===== src/rtl/pipeline_hazard_ctrl.sv =====
// Hazard / sequencing controller for the 5-stage pipeline.
// Resolves load-use, ID jump and EX taken-branch hazards, freezes the
// back end while data memory is busy, and keeps saturating perf counters.
//
// Handshake note: there is no valid/ready pair here. mem_busy is a level
// "not ready" from data memory, sampled every cycle. While it is high the
// pipeline is frozen. The first cycle it is low is a normal RUN-rule cycle.
module pipeline_hazard_ctrl #(
   parameter int REG_AW   = 5,
   parameter int CNT_W    = 32,
   parameter int MAX_WAIT = 255
) (
   input  logic              clk,
   input  logic              reset,
   input  logic [REG_AW-1:0] ID_rs,
   input  logic [REG_AW-1:0] ID_rt,
   input  logic              ID_uses_rt,
   input  logic              ID_jump,
   input  logic              EX_MemRead,
   input  logic [REG_AW-1:0] EX_rt,
   input  logic              EX_branch_taken,
   input  logic              mem_busy,
   output logic              pc_write,
   output logic              stall_IF_ID,
   output logic              flush_IF,
   output logic              flush_ID_EX,
   output logic              freeze,
   output logic              timeout_err,
   output logic [CNT_W-1:0]  stall_cnt,
   output logic [CNT_W-1:0]  flush_cnt
);

   typedef enum logic [1:0] {
      ST_INIT   = 2'd0,
      ST_RUN    = 2'd1,
      ST_FREEZE = 2'd2
   } state_t;

   localparam logic [15:0] MAX_WAIT_W = 16'(MAX_WAIT);

   state_t             state_q, state_d;
   logic               pend_br_q, pend_br_d;
   logic [15:0]        wait_cnt_q, wait_cnt_d;
   logic               timeout_q, timeout_d;
   logic [CNT_W-1:0]   stall_cnt_q, stall_cnt_d;
   logic [CNT_W-1:0]   flush_cnt_q, flush_cnt_d;

   logic               run_eval;
   logic               load_use;
   logic               take_br;

   // A cycle out of INIT with memory ready evaluates the RUN hazard rules,
   // including the cycle that leaves FREEZE, so a pending branch lands there.
   assign run_eval = (state_q != ST_INIT) && !mem_busy;
   assign load_use = EX_MemRead && (EX_rt != '0) &&
                     ((EX_rt == ID_rs) || (ID_uses_rt && (EX_rt == ID_rt)));
   assign take_br  = EX_branch_taken || pend_br_q;

   // State, pending-branch, wait counter, sticky timeout and counter registers
   always_ff @(posedge clk) begin
      if (!reset) begin
         state_q     <= ST_INIT;
         pend_br_q   <= 1'b0;
         wait_cnt_q  <= '0;
         timeout_q   <= 1'b0;
         stall_cnt_q <= '0;
         flush_cnt_q <= '0;
      end else begin
         state_q     <= state_d;
         pend_br_q   <= pend_br_d;
         wait_cnt_q  <= wait_cnt_d;
         timeout_q   <= timeout_d;
         stall_cnt_q <= stall_cnt_d;
         flush_cnt_q <= flush_cnt_d;
      end
   end

   // Next-state logic: FSM transitions, branch memory across a freeze, wait timer
   always_comb begin
      state_d    = state_q;
      pend_br_d  = pend_br_q;
      wait_cnt_d = wait_cnt_q;
      timeout_d  = timeout_q;
      case (state_q)
         ST_INIT: begin
            state_d = ST_RUN;
         end
         ST_RUN: begin
            if (mem_busy) begin
               pend_br_d  = EX_branch_taken;
               wait_cnt_d = 16'd1;
               state_d    = ST_FREEZE;
            end else if (take_br) begin
               pend_br_d = 1'b0;
            end
         end
         ST_FREEZE: begin
            if (mem_busy) begin
               pend_br_d = pend_br_q | EX_branch_taken;
               if (wait_cnt_q != 16'hFFFF) begin
                  wait_cnt_d = wait_cnt_q + 16'd1;
               end
               if (wait_cnt_q == MAX_WAIT_W) begin
                  timeout_d = 1'b1;
               end
            end else begin
               wait_cnt_d = '0;
               state_d    = ST_RUN;
               if (take_br) begin
                  pend_br_d = 1'b0;
               end
            end
         end
         default: begin
            state_d = ST_INIT;
         end
      endcase
   end

   // Hazard outputs: combinational from state and inputs, same-cycle response
   always_comb begin
      pc_write    = 1'b1;
      stall_IF_ID = 1'b0;
      flush_IF    = 1'b0;
      flush_ID_EX = 1'b0;
      freeze      = 1'b0;
      if (state_q == ST_INIT) begin
         pc_write    = 1'b0;
         flush_IF    = 1'b1;
         flush_ID_EX = 1'b1;
      end else if (mem_busy) begin
         freeze      = 1'b1;
         stall_IF_ID = 1'b1;
         pc_write    = 1'b0;
      end else if (run_eval) begin
         // Branch beats load-use and jump: the stalled instruction is squashed anyway
         if (take_br) begin
            flush_IF    = 1'b1;
            flush_ID_EX = 1'b1;
         end else if (load_use) begin
            stall_IF_ID = 1'b1;
            pc_write    = 1'b0;
            flush_ID_EX = 1'b1;
         end else if (ID_jump) begin
            flush_IF = 1'b1;
         end
      end
   end

   // Saturating perf counters; INIT's power-up flush is not counted
   always_comb begin
      stall_cnt_d = stall_cnt_q;
      flush_cnt_d = flush_cnt_q;
      if (stall_IF_ID && (stall_cnt_q != '1)) begin
         stall_cnt_d = stall_cnt_q + 1'b1;
      end
      if (flush_IF && (state_q != ST_INIT) && (flush_cnt_q != '1)) begin
         flush_cnt_d = flush_cnt_q + 1'b1;
      end
   end

   assign timeout_err = timeout_q;
   assign stall_cnt   = stall_cnt_q;
   assign flush_cnt   = flush_cnt_q;

endmodule


===== config.mk =====
export PLATFORM = sky130hd
export DESIGN_NAME = pipeline_hazard_ctrl
export DESIGN_NICKNAME = d
export VERILOG_FILES = /design/src/rtl/pipeline_hazard_ctrl.sv
export SDC_FILE = /design/constraint.sdc
export NUM_CORES = 1
export LEC_CHECK = 0
export BUFFER_PORTS_ARGS = -buffer_cell sky130_fd_sc_hd__buf_2
export CAP_MARGIN = 20
export CORE_MARGIN = 3
export CORE_UTILIZATION = 30
export DETAILED_ROUTE_END_ITERATION = 8
export GPL_ROUTABILITY_DRIVEN = 0
export SLEW_MARGIN = 20
export SYNTH_ARGS = -nofsm -noshare
export SYNTH_HDL_FRONTEND = slang
export SYNTH_SLANG_ARGS = --single-unit

===== constraint.sdc =====
create_clock -name clk -period 3.4 [get_ports clk]
set_input_delay 0.17 -clock clk [delete_from_list [all_inputs] [get_ports clk]]
set_output_delay 0.17 -clock clk [all_outputs]
set_load 0.02 [all_outputs]

==> metrics.txt <==
# TYPE chip_impl_metric gauge
chip_impl_info{name="outcome",value="complete, no violations"} 1
chip_impl_metric{name="hold_slack",unit="ns"} 0.111
chip_impl_metric{name="die_area",unit="mm^2"} 0.0170
chip_impl_metric{name="post-route-drc-count",unit=""} 0
chip_impl_info{name="criticalPathCategory",value="reg2reg"} 1
chip_impl_metric{name="max_slew_violation_count",unit=""} 0
chip_impl_metric{name="port-buffer-count",unit=""} 91
chip_impl_metric{name="viasPerCell",unit=""} 5.61
chip_impl_info{name="cp-end-kind",value="flip-flop"} 1
chip_impl_metric{name="wl_met2",unit="um"} 6360
chip_impl_metric{name="hold_violations",unit=""} 0
chip_impl_info{name="timing.hold.worst_endpoint",value="pend_br_q"} 1
chip_impl_info{name="synth_most_common_cell",value="dfxtp_1"} 1
chip_impl_metric{name="timing.final.setup_violations",unit=""} 0
chip_impl_metric{name="ctsResizeCount",unit=""} 0
chip_impl_info{name="holdCritPathClass",value="in2reg"} 1
chip_impl_metric{name="final.setup_skew",unit="ns"} 0.00852
chip_impl_metric{name="r2r_cells",unit=""} 8
chip_impl_metric{name="globalRouteOverflowTotal",unit=""} 0
chip_impl_metric{name="syn_area_per_cell",unit="um^2"} 8.09
chip_impl_metric{name="share_of_post_route_cells_with_drive_strength_above_1",unit="%"} 17.9
chip_impl_metric{name="route.antenna.remaining_nets",unit=""} 0
chip_impl_info{name="cts-root-buf",value="clkbuf_16"} 1
chip_impl_metric{name="timing.reg2reg.setup_slack",unit="ns"} 0.77
chip_impl_metric{name="grt_start_max_net_pins",unit=""} 61
chip_impl_info{name="crit-reg2reg-capture",value="flush_cnt[23]"} 1
chip_impl_metric{name="yosys.area_share.xor_xnor",unit="%"} 4.53
chip_impl_metric{name="synthesis.instances",unit=""} 573
chip_impl_metric{name="synth.yosys.seq_area_share",unit="%"} 36.3
chip_impl_metric{name="dpl-instance-area",unit="mm^2"} 0.00527
chip_impl_metric{name="numClockSinks",unit=""} 84
chip_impl_metric{name="area_delta_synth_final",unit="%"} 19.8
chip_impl_metric{name="synth_fa_ha_area_share",unit="%"} 2.16
chip_impl_metric{name="powerDensity",unit="mW/mm^2"} 454
chip_impl_metric{name="num_vias",unit=""} 4709
chip_impl_metric{name="number_of_placement_rows",unit=""} 44
chip_impl_metric{name="finalInstanceArea",unit="mm^2"} 0.00555
chip_impl_info{name="route.top_layer_used",value="met4"} 1
chip_impl_metric{name="path_max_fanout",unit=""} 7
chip_impl_metric{name="yosys-mux-area-fraction",unit="%"} 3.02
chip_impl_metric{name="effective_utilization_at_floorplan",unit="%"} 31.3
chip_impl_metric{name="p_leak",unit="nW"} 1.97
chip_impl_metric{name="synth_compound_gate_area_share",unit="%"} 17.2
chip_impl_metric{name="post_synth_and_or_nand_nor_area_fraction",unit="%"} 33.4
chip_impl_metric{name="cp.arrival",unit="ns"} 2.89
chip_impl_metric{name="drtPass1Iterations",unit=""} 4
chip_impl_info{name="synth.top_cells.by_count",value="dfxtp_1 (84), nand2_1 (56), a21oi_1 (46)"} 1
chip_impl_metric{name="syn-cell-area",unit="mm^2"} 0.00464
chip_impl_info{name="rsz0062_at_grt",value="false"} 1
chip_impl_metric{name="grt.total_usage",unit="%"} 14.8
chip_impl_metric{name="mappedNetlistNets",unit=""} 603
chip_impl_metric{name="floorplan.die.width",unit="um"} 130
chip_impl_metric{name="setup-tns-final",unit="ns"} 0
chip_impl_info{name="synth.top_cells.by_area",value="dfxtp_1 (36%), or4_1 (5.5%), o31ai_1 (5.2%), a21oi_1 (5.0%), nand2_1 (4.5%)"} 1
chip_impl_metric{name="timing.hold.worst_path_depth",unit=""} 3
chip_impl_metric{name="max-vdd-ir-drop",unit="uV"} 244
chip_impl_metric{name="yosys.area.top_type_share",unit="%"} 36.3
chip_impl_info{name="worst_r2r_startpoint",value="flush_cnt[0]"} 1
chip_impl_metric{name="power",unit="mW"} 2.52
chip_impl_metric{name="yosys_warnings",unit=""} 0
chip_impl_info{name="cts_tree",value="yes"} 1
chip_impl_metric{name="pin_count",unit=""} 92
chip_impl_metric{name="place_hpwl",unit="um"} 8880
chip_impl_metric{name="timing_worst_slew_pin_value",unit="ns"} 1.03
chip_impl_metric{name="number_of_buffers_between_clock_root_and_the_deepest_sink",unit=""} 2
chip_impl_metric{name="fmaxAchievable",unit="GHz"} 0.380
chip_impl_metric{name="grt_antenna_before_repair",unit=""} 0
chip_impl_metric{name="met1_length",unit="um"} 5870
chip_impl_metric{name="drt_iter0_markers",unit=""} 276
chip_impl_metric{name="timing.max_cap.violations",unit=""} 0
chip_impl_metric{name="netlist-cell-type-count",unit=""} 43
chip_impl_metric{name="route.met3.wl",unit="um"} 510
chip_impl_metric{name="number_of_enable_flip_flop_cells_after_synthesis",unit=""} 0
chip_impl_metric{name="die_height",unit="um"} 130
chip_impl_metric{name="num_antenna_cells",unit=""} 0
chip_impl_metric{name="fin_nets",unit=""} 681
chip_impl_metric{name="cts-buffers-inserted",unit=""} 9
chip_impl_metric{name="cts.repair_timing.setup_buffer_count",unit=""} 0
chip_impl_metric{name="clk_pin_slew",unit="ns"} 0.06
chip_impl_metric{name="wire_per_inst",unit="um"} 15.4
chip_impl_metric{name="finalWorstPathRequiredPeriod",unit="ns"} 2.63
chip_impl_info{name="post-synth-top-area-cell",value="dfxtp_1"} 1
chip_impl_metric{name="min_period_over_period",unit="%"} 77.3
chip_impl_info{name="dominantRegCellSynth",value="dfxtp_1"} 1
chip_impl_info{name="start_kind",value="flip-flop"} 1
chip_impl_metric{name="timing.slew.headroom",unit="%"} 31.6
chip_impl_metric{name="via_count_of_the_first_global_routing_pass",unit=""} 4375
chip_impl_metric{name="grt_pass1_wl",unit="um"} 20800
chip_impl_info{name="dominant_combinational_cell_family_by_area_after_synthesis",value="simple AND/OR/NAND/NOR gates"} 1
chip_impl_info{name="hold_path_startpoint",value="EX_branch_taken"} 1
chip_impl_metric{name="clk_latency",unit="ns"} 0.34
chip_impl_metric{name="number_of_levels_in_the_clock_h_tree",unit=""} 3
chip_impl_metric{name="worstPathRequired",unit="ns"} 3.66
chip_impl_metric{name="core",unit="mm^2"} 0.0148
chip_impl_metric{name="hold_buffer_count_at_cts",unit=""} 0
chip_impl_metric{name="yosys_register_bits",unit=""} 84
chip_impl_metric{name="totalWireLength",unit="um"} 12900
chip_impl_metric{name="postSynth.asyncResetShare",unit="%"} 0
[worst max path at each step]
stage | startpoint | to | slack [ns] | depth (start not counted)
after CTS | flush_cnt[0] | flush_cnt[25] | 0.77 | 8
after detailed placement | EX_rt[4] | stall_cnt[3] | 0.59 | 7
final | flush_cnt[0] | flush_cnt[23] | 0.77 | 8
after global routing | state_q[1] | stall_IF_ID | 0.56 | 6
after floorplan | stall_cnt[2] | stall_cnt[1] | 1.06 | 10
after global placement | EX_rt[4] | stall_cnt[7] | 0.71 | 7
[power by group]
group,switching (mW),leakage [nW],internal (mW)
sequential,0.0345,0.677,1.01
combinational,0.355,1.16,0.144
clock,0.387,0.140,0.585
total,0.777,1.97,1.74
[metrics by stage]
step / setup WS (ns) / util, % / cells
finish: 0.770 / 37.5 / 839
global route: 0.564 / 37.5 / 839
CTS: 0.771 / 37.5 / 839
detailed placement: 0.591 / 35.6 / 824
global placement: 0.708 / 35.6 / 824
floorplan: 1.06 / - / 573
[sequential cells by signal, summed over array words and instances, names as in the netlist]
name	flops
pend_br_q	1
timeout_err	1
stall_cnt	32
state_q	2
flush_cnt	32
wait_cnt_q	16
[placed cells by master (no fill, tap or decap), types with 3 or more instances in the layout]
master,instances
nor2_1,32
a21oi_1,46
o21a_1,3
inv_1,10
nand2_1,56
clkbuf_16,9
clkbuf_1,3
dfxtp_1,84
o311ai_0,4
nand3_1,25
o41ai_1,7
o21ai_0,14
and4_1,10
and2_1,9
nor3_1,20
nand4_1,28
nor3b_1,3
o31ai_1,32
xnor2_1,9
and3_1,10
buf_4,8
nor4_1,9
nand2b_1,21
or4_1,34
buf_2,91
ha_1,8
or3_1,9
xor2_1,15
mux2i_1,14
nor4b_1,4
[cells by family (layout without fill, tap and decap cells)]
| kind of cell | after synthesis | count (layout) |
|---|---|---|
| xor+xnor | 24 | 24 |
| compound gates | 123 | 123 |
| fa+ha+maj | 8 | 8 |
| simple gates | 278 | 278 |
| mux | 14 | 14 |
| buf+inv | 42 | 124 |
| flops | 84 | 84 |
[critical path: stages (launching register included)]
cell	delay (ns)
dfxtp_1	0.34
ha_1	0.23
and2_1	0.21
and4_1	0.22
a2111oi_1	0.57
buf_4	0.22
o211ai_1	0.22
or3_1	0.39
a21oi_1	0.15
[area by class of cell]
type                    count  area (um^2)
flip-flops and latches     84         1680
well taps                 184          230
repair buffers             99          515
inverters                  10         37.5
clock buffers              13          250
fillers                  1489         9260
clock inverters             2         35.0
multi-input cells         447         2800
[routing by layer]
layer,global-route usage (%),vias up
met1,18.3,2275
met3,3.40,11
met5,0,-
li1,-,2325
met2,25.3,98
met4,4.77,0
No activity file was read; power rests on OpenSTA's default activity.
